**src/rtl/uart_arb_pkg.sv**
```systemverilog
// -----------------------------------------------------------------------------
// uart_arb_pkg
// Shared definitions for the UART transmit arbiter:
//   - arb_state_e : arbiter FSM state encoding
//   - DEF_*       : default sizing for requesters, character width, start timeout
//   - id_width()  : width of a requester index (at least one bit)
// -----------------------------------------------------------------------------
package uart_arb_pkg;

    localparam int DEF_NUM_REQ       = 4;
    localparam int DEF_DATA_BITS     = 8;
    localparam int DEF_START_TIMEOUT = 64;

    typedef enum logic [1:0] {
        ST_IDLE      = 2'd0,
        ST_START     = 2'd1,
        ST_WAIT_DONE = 2'd2
    } arb_state_e;

    function automatic int id_width(input int n);
        return (n > 1) ? $clog2(n) : 1;
    endfunction

endpackage

```
**src/rtl/uart_tx_arbiter_rr_pick.sv**
```systemverilog
// -----------------------------------------------------------------------------
// rr_pick
// Combinational round-robin selector: returns the first asserted request at or
// after index Ptr, wrapping modulo NUM_REQ.
// Ports:
//   Req   [NUM_REQ-1:0] in  : request vector
//   Ptr   [ID_W-1:0]    in  : highest-priority index for this pick
//   valid               out : at least one request is asserted
//   index [ID_W-1:0]    out : winning requester index (0 when !valid)
// -----------------------------------------------------------------------------
module rr_pick
    import uart_arb_pkg::*;
#(
    parameter int  NUM_REQ = DEF_NUM_REQ,
    localparam int ID_W    = id_width(NUM_REQ)
) (
    input  logic [NUM_REQ-1:0] Req,
    input  logic [ID_W-1:0]    Ptr,
    output logic               valid,
    output logic [ID_W-1:0]    index
);

    int cand;

    always_comb begin
        // NOTE: every output gets a default before the loop so no path leaves
        // a value unassigned, which would otherwise infer a latch.
        valid = 1'b0;
        index = '0;
        cand  = 0;
        // Walk from the farthest offset back to Ptr so the closest asserted
        // request is the last one written and therefore wins.
        for (int off = NUM_REQ - 1; off >= 0; off--) begin
            cand = int'(Ptr) + off;
            if (cand >= NUM_REQ) begin
                cand = cand - NUM_REQ;
            end
            if (Req[cand]) begin
                valid = 1'b1;
                index = ID_W'(cand);
            end
        end
    end

endmodule

```
**src/rtl/uart_tx_arbiter.sv**
```systemverilog
// -----------------------------------------------------------------------------
// uart_tx_arbiter
// Shares one UART transmitter among NUM_REQ requesters with round-robin
// fairness, drives the UART start handshake and flags start timeouts.
// Ports:
//   Clk            in  : baud-domain clock, posedge
//   Rst            in  : asynchronous active-low reset
//   Req            in  : per-requester request, held until its Grant pulse
//   Req_Data       in  : per-requester character
//   Grant          out : one-hot, one-cycle acceptance pulse
//   Tx_Busy        in  : UART transmitter busy
//   BIST_Busy      in  : UART self-test running, blocks new grants
//   Tx_Data        out : character presented to the UART, held until next grant
//   Transmit_Start out : UART start strobe, held until Tx_Busy is seen
//   Arb_Busy       out : arbiter not in IDLE
//   Cur_Id         out : index of the requester last granted
//   Timeout_Err    out : sticky start-handshake timeout flag
//   Err_Clr        in  : synchronous clear of Timeout_Err
// -----------------------------------------------------------------------------
module uart_tx_arbiter
    import uart_arb_pkg::*;
#(
    parameter int  NUM_REQ       = DEF_NUM_REQ,
    parameter int  DATA_BITS     = DEF_DATA_BITS,
    parameter int  START_TIMEOUT = DEF_START_TIMEOUT,
    localparam int ID_W          = id_width(NUM_REQ)
) (
    input  logic                               Clk,
    input  logic                               Rst,
    input  logic [NUM_REQ-1:0]                 Req,
    input  logic [NUM_REQ-1:0][DATA_BITS-1:0]  Req_Data,
    output logic [NUM_REQ-1:0]                 Grant,
    input  logic                               Tx_Busy,
    input  logic                               BIST_Busy,
    output logic [DATA_BITS-1:0]               Tx_Data,
    output logic                               Transmit_Start,
    output logic                               Arb_Busy,
    output logic [ID_W-1:0]                    Cur_Id,
    output logic                               Timeout_Err,
    input  logic                               Err_Clr
);

    localparam int              CNT_W    = $clog2(START_TIMEOUT + 1);
    localparam logic [CNT_W-1:0] TMO_LAST = CNT_W'(START_TIMEOUT - 1);

    arb_state_e       state;
    logic [ID_W-1:0]  ptr;
    logic [CNT_W-1:0] tmo_cnt;
    logic             pick_valid;
    logic [ID_W-1:0]  pick_idx;
    logic [ID_W-1:0]  next_ptr;

    rr_pick #(
        .NUM_REQ (NUM_REQ)
    ) u_rr_pick (
        .Req   (Req),
        .Ptr   (ptr),
        .valid (pick_valid),
        .index (pick_idx)
    );

    always_comb begin
        next_ptr = (pick_idx == ID_W'(NUM_REQ - 1)) ? '0 : pick_idx + ID_W'(1);
    end

    // NOTE: all state and registered outputs use non-blocking assignments so
    // every branch below sees the pre-edge values regardless of statement order.
    always_ff @(posedge Clk or negedge Rst) begin
        if (!Rst) begin
            state          <= ST_IDLE;
            ptr            <= '0;
            tmo_cnt        <= '0;
            Grant          <= '0;
            Tx_Data        <= '0;
            Transmit_Start <= 1'b0;
            Arb_Busy       <= 1'b0;
            Cur_Id         <= '0;
            Timeout_Err    <= 1'b0;
        end else begin
            Grant <= '0;
            // A timeout in the same cycle overrides this clear (later write wins).
            if (Err_Clr) begin
                Timeout_Err <= 1'b0;
            end

            unique case (state)
                ST_IDLE: begin
                    if (pick_valid && !Tx_Busy && !BIST_Busy) begin
                        state          <= ST_START;
                        Tx_Data        <= Req_Data[pick_idx];
                        Grant          <= NUM_REQ'(1) << pick_idx;
                        Cur_Id         <= pick_idx;
                        ptr            <= next_ptr;
                        tmo_cnt        <= '0;
                        Transmit_Start <= 1'b1;
                        Arb_Busy       <= 1'b1;
                    end
                end

                ST_START: begin
                    if (Tx_Busy) begin
                        state          <= ST_WAIT_DONE;
                        Transmit_Start <= 1'b0;
                    end else if (tmo_cnt == TMO_LAST) begin
                        // UART never answered: drop the character, no retry.
                        state          <= ST_IDLE;
                        Transmit_Start <= 1'b0;
                        Arb_Busy       <= 1'b0;
                        Timeout_Err    <= 1'b1;
                    end else begin
                        tmo_cnt <= tmo_cnt + CNT_W'(1);
                    end
                end

                ST_WAIT_DONE: begin
                    if (!Tx_Busy) begin
                        state    <= ST_IDLE;
                        Arb_Busy <= 1'b0;
                    end
                end

                default: begin
                    state          <= ST_IDLE;
                    Transmit_Start <= 1'b0;
                    Arb_Busy       <= 1'b0;
                end
            endcase
        end
    end

endmodule

```
**config.mk**
```make
export PLATFORM = sky130hd
export DESIGN_NAME = uart_tx_arbiter
export DESIGN_NICKNAME = d
export VERILOG_FILES = /design/src/rtl/uart_arb_pkg.sv /design/src/rtl/uart_tx_arbiter_rr_pick.sv /design/src/rtl/uart_tx_arbiter.sv
export SDC_FILE = /design/constraint.sdc
export NUM_CORES = 1
export LEC_CHECK = 0
export CORE_ASPECT_RATIO = 2
export CORE_UTILIZATION = 44
export CTS_CLUSTER_SIZE = 25
export DETAILED_ROUTE_END_ITERATION = 8
export HOLD_SLACK_MARGIN = 0.1
export PLACE_DENSITY = 0.8
export SLEW_MARGIN = 20
export SYNTH_ARGS = -nofsm -noshare
export SYNTH_HDL_FRONTEND = slang
export SYNTH_HIERARCHICAL = 1
export SYNTH_SLANG_ARGS = --single-unit
```
**constraint.sdc**
```tcl
create_clock -name Clk -period 2.9 [get_ports Clk]
set_input_delay 0.29 -clock Clk [delete_from_list [all_inputs] [get_ports Clk]]
set_output_delay 0.29 -clock Clk [all_outputs]
set_load 0.01 [all_outputs]
```
==> Word level (Yosys, flattened, before mapping) <==
Cells that the tools add are included.
{ "classes": {"n_addsub": 9, "mul": 0, "div_mod_pow": 0, "order_cmp": 9, "eq_ne": 10, "shift": 1, "mux": 49, "bitwise": 1, "n_reduce_logical": 11} }
{ "ops": {"columns": ["cell", "n"], "rows": [
  ["less-than comparator 32 x 4 -> 1 bit (second input constant)", 4],
  ["two-way mux 32 bit", 4],
  [">= comparator 32 x 4 -> 1 bit (second input constant)", 3],
  ["subtractor 32 x 4 -> 32 bit (second input constant)", 3],
  ["two-way mux 1 bit", 21],
  ["two-way mux 7 bit", 3],
  ["two-way mux 2 bit", 9],
  ["binary-select mux 8 bit (select 2 bit)", 1],
  ["one-hot mux 7 bit (2 select lines)", 1],
  ["!= test 2 bit (second input constant)", 5],
  ["binary-select mux 1 bit (select 2 bit)", 4],
  ["two-way mux 4 bit", 2],
  ["two-way mux 8 bit", 1],
  ["AND reduction 4 bit", 2],
  ["adder 7 x 1 -> 7 bit (second input constant)", 1],
  ["== test 7 x 6 -> 1 bit (second input constant)", 1],
  ["adder 2 x 2 -> 3 bit (second input constant)", 2],
  ["one-hot mux 1 bit (3 select lines)", 2],
  ["one-hot mux 2 bit (3 select lines)", 1],
  ["AND reduction 3 bit", 2],
  ["== test 2 bit (second input constant)", 2],
  ["left shift 1 x 2 -> 4 bit (first input constant)", 1],
  ["subtractor 2 x 3 -> 4 bit (second input constant)", 1],
  ["adder 2 x 1 -> 3 bit (second input constant)", 1],
  ["11 further kinds", 13]
]} }
{ "totals": {"regBits": 28, "latch_bits": 0, "ram_bits": 0, "romBits": 0, "out_inout_bits": 17, "elab_cells": 99, "n_memories": 0} }

==> Longest topological paths before layout <==
{ "depth": {"ltp_word": 14, "mapped_depth": 7, "mapped_depth_nobuf": 7} }

==> Hierarchy <==
Netlist, hierarchy kept.
{ "by_module_without_submodules": {"columns": ["mod", "n_inst", "cells_each", "area_each_um2"], "rows": [
  ["uart_tx_arbiter", 1, 111, 1445.1],
  ["rr_pick", 1, 13, 77.6]
]} }

==> Worst setup path after synthesis <==
No wires, ideal clock.
{ "synth_path": {"path_kind": "reg-to-reg", "startpoint": "reg ptr[1]", "endpoint": "reg Tx_Data[4]", "setup_ns": 0.125, "arrival_time_ns": 1.964, "required_ns": 2.775, "path_slack_ns": 0.811, "path_stages_with_launch": 6, "path_buffers": 1, "period_less_slack_ns": 2.089, "cell_sequence": "dfrtp_1 mux2i_1 a211oi_2 buf_2 mux4_2 mux2_2"} }
{ "synth_via": {"word_cells_on_any_way": 40, "cone_classes": "7 x add/sub; 4 x order compare; 26 x mux; 3 x reduce/logical"} }
{ "synth_lines": {"columns": ["item", "line", "source"], "rows": [
  ["from (decl)", "uart_tx_arbiter.sv:47", "logic [ID_W-1:0] ptr;"],
  ["from (signal assigned)", "uart_tx_arbiter.sv:93", "ptr <= next_ptr;"],
  ["adder 2 x 2 -> 3 bit", "uart_tx_arbiter_rr_pick.sv:34", "cand = int'(Ptr) + off;"],
  ["subtractor 32 x 4 -> 32 bit / >= comparator 32 x 4 -> 1 bit (equally long branches)", "uart_tx_arbiter_rr_pick.sv:36, uart_tx_arbiter_rr_pick.sv:35", null],
  ["two-way mux 32 bit", "uart_tx_arbiter_rr_pick.sv:35", "if (cand >= NUM_REQ) begin"],
  ["binary-select mux 1 bit (select 2 bit)", "uart_tx_arbiter_rr_pick.sv:38", "if (Req[cand]) begin"],
  ["two-way mux 1 bit (not written as such) (2 in a row)", "uart_tx_arbiter_rr_pick.sv:38", null],
  ["two-way mux 2 bit (3 in a row)", "uart_tx_arbiter_rr_pick.sv:38", null],
  ["two-way mux 2 bit *", "uart_tx_arbiter_rr_pick.sv:38", null],
  ["named net pick_idx[0]", "uart_tx_arbiter.sv:50", "logic [ID_W-1:0] pick_idx;"],
  ["binary-select mux 8 bit (select 2 bit) *", "uart_tx_arbiter.sv:90", "Tx_Data <= Req_Data[pick_idx];"],
  ["two-way mux 8 bit (not written as such) *", "uart_tx_arbiter.sv:90", null],
  ["to (signal assigned)", "uart_tx_arbiter.sv:90", null],
  ["to (decl)", "uart_tx_arbiter.sv:35", "output logic [DATA_BITS-1:0] Tx_Data,"]
]} }
Mark *: on every way through the listed nets, which the timed path passes. The rest lies on a longest branch. The select of a mux whose other input is x is not followed.
A chain may end at the register's enable or synchronous reset.

==> Worst setup path after layout <==
{ "layout_path": {"startpoint": "in Req[3]", "endpoint": "reg Tx_Data[5]"} }
{ "layout_via": {"word_cells_on_any_way": 25, "cone_classes": "22 x mux; 3 x reduce/logical"} }
{ "layout_lines": {"columns": ["item", "line", "source"], "rows": [
  ["from (decl)", "uart_tx_arbiter.sv:30", "input logic [NUM_REQ-1:0] Req,"],
  ["binary-select mux 1 bit (select 2 bit)", "uart_tx_arbiter_rr_pick.sv:38", null],
  ["two-way mux 1 bit (not written as such) (2 in a row)", "uart_tx_arbiter_rr_pick.sv:38", null],
  ["two-way mux 2 bit (3 in a row)", "uart_tx_arbiter_rr_pick.sv:38", null],
  ["two-way mux 2 bit *", "uart_tx_arbiter_rr_pick.sv:38", null],
  ["named net pick_idx[0]", "uart_tx_arbiter.sv:50", null],
  ["binary-select mux 8 bit (select 2 bit) *", "uart_tx_arbiter.sv:90", null],
  ["two-way mux 8 bit (not written as such) *", "uart_tx_arbiter.sv:90", null]
]} }
Marks and branches as above.

==> metrics.txt <==
status complete, but fails checks; violated checks DRC; die area 3710 um^2; cells along the critical path clkdlybuf4s50_1 > mux2i_1 > a211oi_2 > buf_4 > mux4_2 > mux2_2; max-slew headroom at the worst pin 0.764; Final Power 1.46 mW; number of distinct library cells after synthesis 35; worst hold path class in -> async; number of buffer and inverter instances along the worst setup path 2; Worst-path clk slew 0.09 ns; first-pass GRT wire length 6060 um; most common cell in the netlist sky130_fd_sc_hd__dfrtp_1; starting density of the core 0.472; Filler cells 246; Post-synth EDFFs 0; mean routed wirelength per cell 16.2 um; FF+latch count, synth 28; CP max stage delay 0.53 ns; data required time at the worst endpoint 3.06 ns; setup TNS after final layout 0 ns; post-synthesis net count 170; DRC errors left 2; chip width 43.6 um; drt first-iter violations 15; estimated wirelength of the detail-placed design 2870 um; total placed instance area 2140 um^2; largest area contributor in the synthesized netlist sky130_fd_sc_hd__dfrtp_1; total number of cells along the worst setup path 6; list of most frequent post-synthesis cells sky130_fd_sc_hd__dfrtp_1 (28), sky130_fd_sc_hd__mux2_2 (12), sky130_fd_sc_hd__mux4_2 (8); Final ANT Viol Nets 0; Critical path origin Req[3]; CTS tree yes; unrepaired setup endpoints after global routing no; DRT Wirelength 3490 um; overflow left after global routing 0; drt via density 5.78; endpoint of the most critical register-to-register path Tx_Data[5]; Worst setup SP type input port; top cells by area, synth sky130_fd_sc_hd__dfrtp_1 (46%), sky130_fd_sc_hd__mux4_2 (12%), sky130_fd_sc_hd__mux2_2 (8.9%); FMAX 0.486 GHz; r2r startpoint ptr[1]; element type at the critical path end flip-flop; sequential cell area fraction in the yosys report 0.460; Post-layout nets 231; H-tree lvl count 1; area share of the largest cell type after synthesis 0.460; GRT Util Overall 0.214; average cell area after synthesis 12.3 um^2; number of buffer cells added on primary ports 57; endpoints failing hold 0; maxcap violations 0; final design utilization 0.680; count of pins over their slew limit 0; 1st-pass router iterations 6; Post-Layout Inst Area 2190 um^2; R2R Setup Slk 0.88 ns; post-CTS setup-driven buffer insertion count 0; number of antenna violations at the first check in global routing 0; storage element area 701 um^2; total area of multi-input combinational cells 777 um^2; maximum clock insertion buffer count 2; Cell Area, Synth 1520 um^2; number of buffers inserted during clock tree synthesis 3; ratio of cells with drive above 1 in the final layout 0.190; Synth Instances 124; die span in y 85.2 um; worst-path maximum fanout 13; depth of the most critical reg-to-reg path 6; Post-CTS Resized 0; area delta synth->final 44.1%; pin count of the biggest net entering global routing 29; synthesis warning total 6; Crit path arrival time 2.21 ns; core region area 3230 um^2; critical path start-end classification in -> reg; share of flip-flops with an asynchronous set or reset after synthesis 1.00; cell class contributing the biggest share of worst-path delay multiplexers; most used flip-flop cell after synthesis sky130_fd_sc_hd__dfrtp_1; Vias 1243; transition time at the pin with the least slew margin 0.355 ns; clock tree root driver cell sky130_fd_sc_hd__clkbuf_8; final-report setup violation count 0; antenna diode count 0; capture point of the critical path Tx_Data[5]; slowest CP cell sky130_fd_sc_hd__clkdlybuf4s50_1; global placement routability congestion 0.853; static leakage 0.928 nW; Placement Rows 29; CTS sink cnt 28; top-level I/O count 58; clock network latency to the later pin of the worst-skew pair 0.27 ns; vias in the first global route 1327; Worst IR Drop VDD 0.379 mV; clock period minus final worst setup slack 2.06 ns; setup skew after layout 0.00484 ns; total power divided by cell area 666 nW/um^2; number of hold-repair buffers added at the cts stage 0; Tcrit/Tclk final 0.709
worst min path at each step:
| stage | endpoint | depth (start not counted) |
|---|---|---|
| 2_1_floorplan | Arb_Busy | 0 |
| 3_3_place_gp | Arb_Busy | 1 |
| 3_5_place_dp | Arb_Busy | 1 |
| 4_1_cts | Arb_Busy | 2 |
| 5_1_grt | Grant[3] | 2 |
| 6_report | Grant[2] | 2 |
layout by cell type (no fill, tap or decap), types with 4 or more instances in the layout:
| cell | count |
|---|---|
| sky130_fd_sc_hd__ha_1 | 5 |
| sky130_fd_sc_hd__and2_1 | 4 |
| sky130_fd_sc_hd__nor2_1 | 7 |
| sky130_fd_sc_hd__clkdlybuf4s50_1 | 57 |
| sky130_fd_sc_hd__dfrtp_1 | 28 |
| sky130_fd_sc_hd__inv_1 | 5 |
| sky130_fd_sc_hd__mux2_2 | 12 |
| sky130_fd_sc_hd__clkbuf_8 | 4 |
| sky130_fd_sc_hd__nand2b_1 | 6 |
| sky130_fd_sc_hd__nand2_1 | 7 |
| sky130_fd_sc_hd__a21oi_1 | 5 |
| sky130_fd_sc_hd__buf_4 | 4 |
| sky130_fd_sc_hd__mux4_2 | 8 |
report_power, final:
part	switching (mW)	internal, mW	total (mW)
registers	0.0835	0.499	0.582
logic	0.242	0.403	0.645
clock network	0.113	0.121	0.235
total	0.439	1.02	1.46
cell type report:
| cell class | instances | share of cell area |
|---|---|---|
| clock buffer | 4 | 0.0251 |
| inverter | 6 | 0.0103 |
| multi-input combinational | 85 | 0.354 |
| sequential | 28 | 0.319 |
| tap | 31 | 0.0177 |
| timing repair buffer | 61 | 0.274 |
kinds of logic (layout without fill, tap and decap cells):
group / Yosys count / count (layout) / share of synthesized area
simple gates: 40 / 40 / 0.165
flops: 28 / 28 / 0.460
mux: 23 / 23 / 0.227
compound gates: 17 / 17 / 0.0773
buf+inv: 11 / 71 / 0.0296
fa+ha+maj: 5 / 5 / 0.0411
flip-flops by register name (all words and copies together) (netlist names):
signal	count
Timeout_Err	1
tmo_cnt	7
state	2
ptr	2
Cur_Id	2
Transmit_Start	1
Grant	4
Arb_Busy	1
Tx_Data	8
routing by layer:
layer / vias up / part of all wire / track usage
met5: - / 0 / 0
met4: 0 / 0.0095 / 0.0682
met3: 4 / 0.053 / 0.0277
met2: 51 / 0.60 / 0.412
met1: 619 / 0.34 / 0.223
li1: 569 / - / -
through the flow:
stage | std cells | worst slack, ns | hold slack, ns
after detailed placement | 211 | 0.562 | 0.470
after floorplan | 124 | 0.811 | -0.00559
after global placement | 211 | 0.638 | 0.466
after CTS | 215 | 0.843 | 0.404
final | 215 | 0.844 | 0.389
after global routing | 215 | 0.737 | 0.410
(Power assumes the default switching activity.)
